`src/rtl/bp_update_arbiter.sv`:
```
// Two-core branch-update FIFOs drained round-robin into the predictor write port,
// with a sweep sequencer clearing all table entries. Option macro: BP_ARB_STATS_EN.
module bp_update_arbiter #(
  parameter int DEPTH = 4,
  parameter int IDX_W = 12,
  parameter int PC_W  = 32
) (
  input  logic             clk,
  input  logic             reset_n,
  input  logic             c0_upd_valid,
  output logic             c0_upd_ready,
  input  logic [PC_W-1:0]  c0_upd_pc,
  input  logic [PC_W-1:0]  c0_upd_target,
  input  logic             c0_upd_taken,
  input  logic             c1_upd_valid,
  output logic             c1_upd_ready,
  input  logic [PC_W-1:0]  c1_upd_pc,
  input  logic [PC_W-1:0]  c1_upd_target,
  input  logic             c1_upd_taken,
  input  logic             clear_req,
  output logic             clear_busy,
  output logic             tbl_wr_en,
  output logic             tbl_wr_clear,
  output logic [IDX_W-1:0] tbl_wr_idx,
  output logic [PC_W-1:0]  tbl_wr_pc,
  output logic [PC_W-1:0]  tbl_wr_target,
  output logic             tbl_wr_taken,
  output logic             tbl_wr_src
`ifdef BP_ARB_STATS_EN
  ,
  output logic [15:0]      c0_stall_cnt,
  output logic [15:0]      c1_stall_cnt
`endif
);

  localparam int PW = $clog2(DEPTH);
  localparam logic [PW:0] FULL = (PW+1)'(DEPTH);

  typedef enum logic [1:0] {
    S_INIT,
    S_RUN,
    S_CLEAR
  } state_e;

  typedef struct packed {
    logic [PC_W-1:0] pc;
    logic [PC_W-1:0] tgt;
    logic            tk;
  } ent_t;

  state_e             state_q;
  logic [IDX_W-1:0]   swp_q;
  logic               rr_q;
  logic               wr_en_q;
  logic               wr_clr_q;
  logic [IDX_W-1:0]   wr_idx_q;
  logic [PC_W-1:0]    wr_pc_q;
  logic [PC_W-1:0]    wr_tgt_q;
  logic               wr_tk_q;
  logic               wr_src_q;

  ent_t               mem_q [2][DEPTH];
  logic [1:0][PW-1:0] wp_q;
  logic [1:0][PW-1:0] rp_q;
  logic [1:0][PW:0]   cnt_q;

  ent_t               din [2];
  ent_t               head;
  logic [1:0]         vld;
  logic [1:0]         rdy;
  logic [1:0]         ne;
  logic [1:0]         push;
  logic [1:0]         pop;
  logic               run;
  logic               gnt_v;
  logic               gnt_s;

  assign din[0] = {c0_upd_pc, c0_upd_target, c0_upd_taken};
  assign din[1] = {c1_upd_pc, c1_upd_target, c1_upd_taken};
  assign vld    = {c1_upd_valid, c0_upd_valid};
  assign rdy[0] = cnt_q[0] < FULL;
  assign rdy[1] = cnt_q[1] < FULL;
  assign ne[0]  = cnt_q[0] != '0;
  assign ne[1]  = cnt_q[1] != '0;
  assign push   = vld & rdy;

  assign run   = state_q == S_RUN;
  assign gnt_v = run && (|ne);
  assign gnt_s = (&ne) ? rr_q : ne[1];
  assign pop   = !gnt_v ? 2'b00 : (gnt_s ? 2'b10 : 2'b01);
  assign head  = mem_q[gnt_s][rp_q[gnt_s]];

  assign c0_upd_ready = rdy[0];
  assign c1_upd_ready = rdy[1];

  // Sweep keeps busy up through the cycle its last clear write is visible.
  assign clear_busy = (state_q != S_RUN) | (wr_en_q & wr_clr_q);

  assign tbl_wr_en     = wr_en_q;
  assign tbl_wr_clear  = wr_clr_q;
  assign tbl_wr_idx    = wr_idx_q;
  assign tbl_wr_pc     = wr_pc_q;
  assign tbl_wr_target = wr_tgt_q;
  assign tbl_wr_taken  = wr_tk_q;
  assign tbl_wr_src    = wr_src_q;

  // FIFO storage; contents need no reset since counts gate every read.
  always_ff @(posedge clk) begin
    for (int c = 0; c < 2; c++) begin
      if (push[c]) mem_q[c][wp_q[c]] <= din[c];
    end
  end

  // FIFO pointers and occupancy per core.
  always_ff @(posedge clk or negedge reset_n) begin
    if (!reset_n) begin
      wp_q  <= '0;
      rp_q  <= '0;
      cnt_q <= '0;
    end else begin
      for (int c = 0; c < 2; c++) begin
        if (push[c]) wp_q[c] <= wp_q[c] + 1'b1;
        if (pop[c])  rp_q[c] <= rp_q[c] + 1'b1;
        if (push[c] && !pop[c]) begin
          cnt_q[c] <= cnt_q[c] + 1'b1;
        end else if (!push[c] && pop[c]) begin
          cnt_q[c] <= cnt_q[c] - 1'b1;
        end
      end
    end
  end

  // Sweep/run FSM with registered table write port and RR pointer.
  always_ff @(posedge clk or negedge reset_n) begin
    if (!reset_n) begin
      state_q  <= S_INIT;
      swp_q    <= '0;
      rr_q     <= 1'b0;
      wr_en_q  <= 1'b0;
      wr_clr_q <= 1'b0;
      wr_idx_q <= '0;
      wr_pc_q  <= '0;
      wr_tgt_q <= '0;
      wr_tk_q  <= 1'b0;
      wr_src_q <= 1'b0;
    end else begin
      unique case (state_q)
        S_INIT, S_CLEAR: begin
          wr_en_q  <= 1'b1;
          wr_clr_q <= 1'b1;
          wr_idx_q <= swp_q;
          wr_pc_q  <= '0;
          wr_tgt_q <= '0;
          wr_tk_q  <= 1'b0;
          wr_src_q <= 1'b0;
          swp_q    <= swp_q + 1'b1;
          if (&swp_q) state_q <= S_RUN;
        end
        S_RUN: begin
          wr_en_q  <= gnt_v;
          wr_clr_q <= 1'b0;
          if (gnt_v) begin
            wr_idx_q <= head.pc[IDX_W-1:0];
            wr_pc_q  <= head.pc;
            wr_tgt_q <= head.tgt;
            wr_tk_q  <= head.tk;
            wr_src_q <= gnt_s;
            rr_q     <= ~gnt_s;
          end
          if (clear_req) state_q <= S_CLEAR;
        end
        default: state_q <= S_INIT;
      endcase
    end
  end

`ifdef BP_ARB_STATS_EN
  logic [1:0][15:0] stall_q;

  // Saturating per-core stall counters, zeroed by an accepted clear.
  always_ff @(posedge clk or negedge reset_n) begin
    if (!reset_n) begin
      stall_q <= '0;
    end else if (run && clear_req) begin
      stall_q <= '0;
    end else begin
      for (int c = 0; c < 2; c++) begin
        if (vld[c] && !rdy[c] && stall_q[c] != 16'hFFFF) begin
          stall_q[c] <= stall_q[c] + 16'd1;
        end
      end
    end
  end

  assign c0_stall_cnt = stall_q[0];
  assign c1_stall_cnt = stall_q[1];
`endif

endmodule

```
`config.mk`:
```
export PLATFORM = sky130hd
export DESIGN_NAME = bp_update_arbiter
export DESIGN_NICKNAME = d
export VERILOG_FILES = /design/src/rtl/bp_update_arbiter.sv
export SDC_FILE = /design/constraint.sdc
export NUM_CORES = 1
export LEC_CHECK = 0
export CORE_MARGIN = 3
export CORE_UTILIZATION = 35
export DETAILED_ROUTE_END_ITERATION = 8
export PLACE_DENSITY = 0.58
export SKIP_CTS_REPAIR_TIMING = 1
export SYNTH_ARGS = -nofsm -noshare
export SYNTH_HDL_FRONTEND = slang
export SYNTH_SLANG_ARGS = --single-unit
```
`constraint.sdc`:
```
create_clock -name clk -period 3.25 [get_ports clk]
set_input_delay 0.65 -clock clk [delete_from_list [all_inputs] [get_ports clk]]
set_output_delay 0.65 -clock clk [all_outputs]
set_load 0.01 [all_outputs]
```
==> flow_metrics.tcl, run 1 <==
set metrics [dict create \
    cp_cell_sequence "and2b_1 > nand2_1 > clkdlybuf4s50_1" \
    rows 95 \
    outcome "completed" \
    r2r_cells 9 \
    wl_per_cell_um 24.1 \
    min_period_over_period_pct 85.7 \
    cts_inserted_buffers 68 \
    worst_path_dominant_cell_family "flip-flops" \
    gp_congestion 0.727 \
    synth.ff_latch_count 629 \
    vias 11809 \
    yosysSeqAreaShare_pct 76.4 \
    rr_endpoint "cnt_q[5]$_DFFE_PN0P_" \
    portBuffers 217 \
    r2r-start "cnt_q[4]$_DFFE_PN0P_" \
    coreArea_um2 67500 \
    power_density_nw_per_um2 717 \
    layout_common_cells "520 x edfxtp_1, 216 x clkdlybuf4s50_1, 130 x mux4_2, 104 x dfrtp_1, 72 x clkbuf_16" \
    drt_iter0_markers 884 \
    finClkSkew_ps 21.2 \
    grt_util_all_layers_pct 16.1 \
    drive_above_1_share_pct 19.3 \
    synth.cell_area_um2 24000 \
    cts_sinks 629 \
    yosysWarnings 0 \
    finalCriticalPeriod_ps 2790 \
    synth-edff-count 520 \
    start_kind "register" \
    clockBufferDepth 3 \
    fp.dieW_um 268 \
    synthCells 1166 \
    synthFlopType "edfxtp_1" \
    end_kind "output port" \
    first_global_vias 12688 \
    drv_slew 0 \
    grt-ovfl-total 0 \
    synth_nets 1314 \
    cts_tree "built" \
    place_area_um2 27400 \
    rsz0062_at_grt "false" \
    hp-class "in2async" \
    ys_types 39 \
    die_h_um 268 \
    worst_pin_slew_ps 758 \
    cp.arrival_ps 2140 \
    htree_levels 3 \
    design_area_um2 29600 \
    grt_pass1_wl_mm 84.4 \
    cp.required_ps 2600 \
    slowest_stage "dfrtp_4" \
    via_per_inst 5.02 \
    leakagePower_nw 10.0 \
    grt_max_degree 75 \
    ff2ff_setup_slack_ps 860 \
    syn_area_per_cell_um2 20.6 \
    hold_viol 0 \
    setup_tns_ps 0 \
    antenna_found_initial 8 \
    async_reset_ff_share_pct 17.3 \
    finalSetupViolCount 0 \
    ioPinCount 218 \
    clock_latency_ps 590 \
    dieArea_um2 71700 \
    path_max_fanout 26 \
    fin_nets 1572 \
    n_fill_cell 5808 \
    dpl.hpwl_mm 36.6 \
    antenna_left 0 \
    drv_cap 0 \
    final_common_cell "edfxtp_1" \
    path_buf_inv 1 \
    fmax_ghz 0.359 \
    initial_core_util_pct 35.5 \
    drc 0 \
    wirelength_mm 56.8 \
    cts-root-buf "clkbuf_16" \
    area_growth_pct 23.4 \
    maxSlewHeadroom_pct 49.4 \
    clkSlewWorstSetupHoldPaths_ps 60 \
    ir_drop_uv 395 \
    dr.pass1.iters 5 \
    critical-path-max-stage-delay_ps 630 \
    crit_type "reg2out" \
]
worst max-delay path by stage:
| stage | cells after the start | to | startpoint | slack (ps) |
|---|---|---|---|---|
| 2_1_floorplan | 3 | mem_q[0][0]$_DFFE_PP_ | c0_upd_valid | 260 |
| 3_3_place_gp | 9 | cnt_q[5]$_DFFE_PN0P_ | c1_upd_valid | 710 |
| 3_5_place_dp | 9 | cnt_q[5]$_DFFE_PN0P_ | c1_upd_valid | 680 |
| 4_1_cts | 3 | clear_busy | state_q[0]$_DFFE_PN0P_ | 390 |
| 5_1_grt | 3 | clear_busy | state_q[0]$_DFFE_PN0P_ | 390 |
| 6_report | 3 | clear_busy | state_q[0]$_DFFE_PN0P_ | 460 |
flip-flops by register name, indices dropped and copies added (netlist names), 2 cells and up:
| signal | count |
|---|---|
| mem_q | 520 |
| tbl_wr_pc | 32 |
| tbl_wr_target | 32 |
| swp_q | 12 |
| tbl_wr_idx | 12 |
| cnt_q | 6 |
| rp_q | 4 |
| wp_q | 4 |
| state_q | 2 |
metrics by stage:
stage               util, %  power, mW  setup slack (ps)  hold WS (ps)  instances
global route           43.9       22.2               388          56.8       2352
finish                 43.9       21.2               464          20.8       2354
global placement       40.6       14.0               705           485       2227
detailed placement     40.6       14.1               680           492       2227
CTS                    43.9       21.6               393          42.3       2352
floorplan                 -       12.6               264           354       1166
cell usage after synthesis, types with 2 or more instances:
master	n	area share (%)
a31oi_1	12	0.31
and2_1	8	0.21
buf_2	17	0.35
buf_4	12	0.38
buf_6	10	0.47
clkbuf_1	21	0.33
clkbuf_2	5	0.10
dfrtp_1	109	11
edfxtp_1	520	65
fa_1	2	0.17
ha_1	11	0.57
inv_1	9	0.14
mux2_2	3	0.14
mux2i_1	65	2.7
mux4_2	130	12
nand2_1	12	0.19
nand2b_1	2	0.052
nand3_1	70	1.5
nand4_1	3	0.078
nor2_1	8	0.13
nor2b_1	15	0.39
nor3_1	4	0.083
o21ai_0	29	0.60
o21ai_1	51	1.1
o21ai_4	2	0.14
or3_1	2	0.052
xnor2_1	17	0.62
xor2_1	6	0.22
area by class of cell:
cell class	instances	area [um2]	share of cell area (%)
Sequential cell	629	18400	62.0
Multi-Input combinational cell	462	5230	17.7
Timing Repair Buffer	254	2700	9.12
Clock buffer	104	1990	6.73
Tap cell	873	1090	3.69
Clock inverter	21	193	0.651
Inverter	9	33.8	0.114
Antenna cell	2	5.00	0.0169
per-layer routing:
layer	vias up	wire, um	track usage (%)
li1	5231	-	-
met1	6224	24800	21.6
met2	280	28200	26.8
met3	62	2970	3.83
met4	12	719	3.88
met5	-	69	0
power by group:
group / total (mW) / internal (mW) / switching, mW
logic: 3.51 / 1.59 / 1.92
clock network: 7.45 / 4.41 / 3.04
registers: 10.3 / 9.89 / 0.389
worst reg2reg max path, delay by kind of cell, from the launching register on:
kind,cells,cell delay [ps]
compound gates,1,140
xor+xnor,2,290
fa+ha+maj,2,580
buf+inv,1,60
flops,1,410
simple gates,3,830
cell families (layout without fill, tap and decap cells):
family,after synthesis,in the layout,share of synthesized area (%)
other cells,0,2,0
flops,629,629,76.4
mux,198,198,15.1
fa+ha+maj,13,13,0.740
simple gates,128,128,2.78
xor+xnor,23,23,0.839
compound gates,100,100,2.32
buf+inv,75,388,1.84
No activity file was read; power rests on OpenSTA's default activity.
==> run 2: changes to the inputs <==
--- a/config.mk
+++ b/config.mk
@@ -6,8 +6,10 @@
 export NUM_CORES = 1
 export LEC_CHECK = 0
+export CELL_PAD_IN_SITES_DETAIL_PLACEMENT = 1
+export CELL_PAD_IN_SITES_GLOBAL_PLACEMENT = 1
 export CORE_MARGIN = 3
 export CORE_UTILIZATION = 35
 export DETAILED_ROUTE_END_ITERATION = 8
-export PLACE_DENSITY = 0.58
+export PLACE_DENSITY = 0.64
 export SKIP_CTS_REPAIR_TIMING = 1
 export SYNTH_ARGS = -nofsm -noshare
==> constraint.sdc (replaced) <==
create_clock -name clk -period 3.25 [get_ports clk]
set_input_delay 0.65 -clock clk [delete_from_list [all_inputs] [get_ports clk]]
set_output_delay 0.65 -clock clk [all_outputs]
set_load 0.005 [all_outputs]
==> flow_metrics.tcl, run 2 (synthesis results as in run 1) <==
set metrics [dict create \
    outcome "completed" \
    r2r_cells 5 \
    first_global_vias 13257 \
    drv_slew 0 \
    grt-ovfl-total 0 \
    portBuffers 217 \
    cts_inserted_buffers 68 \
    hp-class "in2async" \
    drt_iter0_markers 746 \
    fp.dieW_um 268 \
    largest_reg_flops 520 \
    cts-root-buf "clkbuf_16" \
    finClkSkew_ps 19.6 \
    wl_per_cell_um 25.6 \
    finalCriticalPeriod_ps 2780 \
    clkSlewWorstSetupHoldPaths_ps 60 \
    cts_tree "built" \
    final_common_cell "edfxtp_1" \
    crit_type "reg2out" \
    end_kind "output port" \
    clockBufferDepth 3 \
    layout_common_cells "520 x edfxtp_1, 216 x clkdlybuf4s50_1, 130 x mux4_2, 104 x dfrtp_1, 71 x clkbuf_16" \
    power.total_mw 21.2 \
    drc 0 \
    grt_util_all_layers_pct 17.2 \
    switchingPower_mw 5.44 \
    wirelength_mm 60.4 \
    drv_cap 0 \
    cts_sinks 629 \
    fmax_ghz 0.359 \
    cp.arrival_ps 2130 \
    htree_levels 3 \
    worst_pin_slew_ps 1100 \
    swShare_pct 25.6 \
    hold_viol 0 \
    die_h_um 268 \
    start_kind "register" \
    dieArea_um2 71700 \
    via_per_inst 5.07 \
    initial_core_util_pct 35.5 \
    grt_max_degree 116 \
    layout.cells.non_filler 2356 \
    maxSlewHeadroom_pct 26.5 \
    fin_nets 1569 \
    min_period_over_period_pct 85.6 \
    rsz0062_at_grt "false" \
    power_density_nw_per_um2 719 \
    leakagePower_nw 9.97 \
    clock_latency_ps 600 \
    path_max_fanout 19 \
    dr.pass1.iters 5 \
    coreArea_um2 67500 \
    dp_cells 2224 \
    dpl.hpwl_mm 37.6 \
    p_clk_share_pct 35.0 \
    vias 11951 \
    cp.required_ps 2600 \
    drive_above_1_share_pct 18.8 \
    fin_util_pct 43.8 \
    p_seq_share_pct 48.6 \
    antenna_found_initial 11 \
    p_comb_share_pct 16.4 \
    ioPinCount 218 \
    setup_tns_ps 0 \
    grt_pass1_wl_mm 89.8 \
    antenna_left 0 \
    ir_drop_uv 437 \
    power.internal_mw 15.8 \
    gp_congestion 0.718 \
    finalSetupViolCount 0 \
    rows 95 \
    area_growth_pct 23.2 \
]
==> run 2: critical path, cell delays in order, from the launching register on <==
cell and delay [ps]:
dfrtp_4 600, and2b_1 290, nand2_1 140, clkdlybuf4s50_1 510
==> run 2: layout make-up <==
type | count | area [um2]
fill | 6343 | 38000
sequential | 629 | 18400
multi-input combinational | 462 | 5230
timing repair buffer | 251 | 2680
clock buffer | 98 | 1950
tap | 873 | 1090
clock inverter | 28 | 201
inverter | 9 | 33.8
antenna | 6 | 15.0
==> run 2: metrics by stage <==
stage / cell area [um2] / hold slack (ps) / setup WS [ps]
after floorplan: 24000 / 354 / 264
after global placement: 27400 / 484 / 501
after detailed placement: 27400 / 499 / 492
after CTS: 29500 / 138 / 388
after global routing: 29600 / 149 / 372
final: 29600 / 118 / 468
==> run 2: power groups by stage <==
| stage | Sequential [mW] | Clock (mW) | Combinational [mW] |
|---|---|---|---|
| 2_1_floorplan | 10.3 | 0 | 2.20 |
| 3_3_place_gp | 10.4 | 0 | 3.50 |
| 3_5_place_dp | 10.5 | 0 | 3.57 |
| 4_1_cts | 10.3 | 7.64 | 3.60 |
| 5_1_grt | 10.4 | 8.01 | 3.78 |
| 6_report | 10.3 | 7.43 | 3.49 |
==> run 2: worst paths after layout <==
kind                            slack, ps                       endpoint                     startpoint
worst max-delay path                  470                     clear_busy         state_q[0]$_DFFE_PN0P_
worst min-delay path                  120       tbl_wr_pc[2]$_DFFE_PN0P_                        reset_n
worst max register to register        620      tbl_wr_idx[1]$_DFFE_PN0P_           cnt_q[3]$_DFFE_PN0P_
worst min register to register        510  tbl_wr_target[31]$_DFFE_PN0P_  tbl_wr_target[31]$_DFFE_PN0P_
max in group asynchronous            2350   tbl_wr_target[6]$_DFFE_PN0P_                        reset_n
min in group clk                      510  tbl_wr_target[31]$_DFFE_PN0P_  tbl_wr_target[31]$_DFFE_PN0P_
==> run 2: metal layers <==
metal / vias to the layer above / part of all wire (%) / GRT usage, %
met5: - / 0.13 / 0
met4: 12 / 1.6 / 4.75
met1: 6375 / 43 / 22.6
met3: 83 / 4.5 / 3.54
li1: 5230 / - / -
met2: 251 / 51 / 29.2
==> run 3: changes to the inputs <==
Settings changed: GPL_TIMING_DRIVEN set to 0.
==> flow_metrics.tcl, run 3 (synthesis results as in run 1) <==
set metrics [dict create \
    outcome "completed" \
    wirelength_mm 61.8 \
    ioPinCount 218 \
    initial_core_util_pct 35.5 \
    slowest_stage "dfrtp_1" \
    drv_slew 0 \
    htree_levels 3 \
    power_density_nw_per_um2 720 \
    drv_cap 0 \
    final_common_cell "edfxtp_1" \
    vias 12274 \
    layout_common_cells "520 x edfxtp_1, 216 x clkdlybuf4s50_1, 130 x mux4_2, 109 x dfrtp_1, 71 x clkbuf_16" \
    finalCriticalPeriod_ps 2780 \
    crit_cells 9 \
    drt_iter0_markers 927 \
    drive_above_1_share_pct 19.5 \
    path_max_fanout 10 \
    min_period_over_period_pct 85.7 \
    finClkSkew_ps 12.5 \
    grt_pass1_wl_mm 90.4 \
    crit_type "reg2reg" \
    post-place-ws_ps 224 \
    cp.arrival_ps 3250 \
    cts-root-buf "clkbuf_16" \
    coreArea_um2 67500 \
    portBuffers 217 \
    area_growth_pct 23.8 \
    maxSlewHeadroom_pct 26.1 \
    dpl.hpwl_mm 40.2 \
    antenna_left 0 \
    wl_per_cell_um 25.8 \
    finalSetupViolCount 0 \
    grt_max_degree 61 \
    endpoint "cnt_q[1]$_DFFE_PN0P_" \
    grt_util_all_layers_pct 17.4 \
    dieArea_um2 71700 \
    hold_viol 0 \
    largest_reg_flops 520 \
    cts_sinks 629 \
    first_global_vias 13506 \
    clockBufferDepth 3 \
    fmax_ghz 0.359 \
    holdWs_ps 62.3 \
    ir_drop_uv 363 \
    fp.dieW_um 268 \
    r2r_cells 9 \
    rsz0062_at_grt "false" \
    cp.required_ps 3710 \
    cts_inserted_buffers 69 \
    dp_cells 2265 \
    rr_endpoint "cnt_q[1]$_DFFE_PN0P_" \
    r2r-start "cnt_q[4]$_DFFE_PN0P_" \
    path_buf_inv 3 \
    ff2ff_setup_slack_ps 470 \
    cp_cell_sequence "or3_1 > buf_2 > o21ai_4 > buf_4 > nand2_1 > ha_1 > inv_1 > fa_1 > mux2_2" \
    critical-path-max-stage-delay_ps 430 \
    gp_congestion 0.741 \
    hp-class "in2async" \
    layout_setup_ws_ps 465 \
    start_kind "register" \
    cts_tree "built" \
    die_h_um 268 \
    end_kind "register" \
    rows 95 \
    drc 0 \
    clock_latency_ps 580 \
    clkSlewWorstSetupHoldPaths_ps 60 \
    startpoint "cnt_q[4]$_DFFE_PN0P_" \
    worst_path_dominant_cell_family "adder cells" \
    fin_nets 1611 \
    leakagePower_nw 10.1 \
    via_per_inst 5.13 \
    dr.pass1.iters 5 \
    worst_pin_slew_ps 1110 \
    antenna_found_initial 7 \
    layout.cells.non_filler 2392 \
    grt-ovfl-total 0 \
]
## run 3: cell types whose count changed in the layout (fill, tap and decap cells not counted), moves of 5 or more
| cell | delta |
|---|---|
| buf_12 | -18 |
| buf_2 | +17 |
| buf_6 | +10 |
| clkbuf_1 | +10 |
| buf_16 | +7 |
| clkbuf_2 | +5 |
| clkinv_1 | +5 |
| dfrtp_1 | +5 |
| dfrtp_4 | -5 |
## run 3: worst min path at each step
stage | to | cells after the start | slack (ps) | startpoint
global placement | swp_q[6]$_DFFE_PN0P_ | 1 | 480 | swp_q[6]$_DFFE_PN0P_
CTS | tbl_wr_pc[29]$_DFFE_PN0P_ | 1 | 50 | reset_n
finish | tbl_wr_pc[25]$_DFFE_PN0P_ | 1 | 60 | reset_n
global route | tbl_wr_pc[25]$_DFFE_PN0P_ | 1 | 70 | reset_n
floorplan | cnt_q[0]$_DFFE_PN0P_ | 0 | 350 | reset_n
detailed placement | swp_q[6]$_DFFE_PN0P_ | 1 | 480 | swp_q[6]$_DFFE_PN0P_
## run 3: cell type report
| cell class | count | area, um2 |
|---|---|---|
| fillers | 6395 | 37800 |
| clock inverters | 39 | 318 |
| inverters | 9 | 33.8 |
| clock buffers | 84 | 1870 |
| diodes | 4 | 10.0 |
| plain buffers | 66 | 407 |
| flip-flops and latches | 629 | 18300 |
| repair buffers | 226 | 2410 |
| well taps | 873 | 1090 |
| multi-input cells | 462 | 5230 |
## run 3: where the power goes
group / switching (mW) / internal [mW]
clock network: 3.08 / 4.47
registers: 0.343 / 9.89
logic: 2.03 / 1.57
total: 5.46 / 15.9
## run 3: metal layers
layer | global-route usage (%) | share of wire (%) | vias up | routed length, um
met5 | 0 | 0.057 | - | 35
met4 | 5.00 | 1.9 | 6 | 1180
met3 | 3.39 | 4.8 | 74 | 2970
met2 | 29.8 | 50 | 283 | 31100
met1 | 22.8 | 43 | 6592 | 26500
li1 | - | - | 5319 | -
## run 3: through the flow
step                      setup TNS (ps)  power [mW]  cell area, um2  util (%)
after floorplan                        0        12.5           24000         -
after global placement          -1469720        13.9           27300      40.4
after detailed placement               0        14.1           27500      40.8
after CTS                              0        21.7           29700      44.0
after global routing                   0        22.3           29700      44.0
final                                  0        21.4           29700      44.0
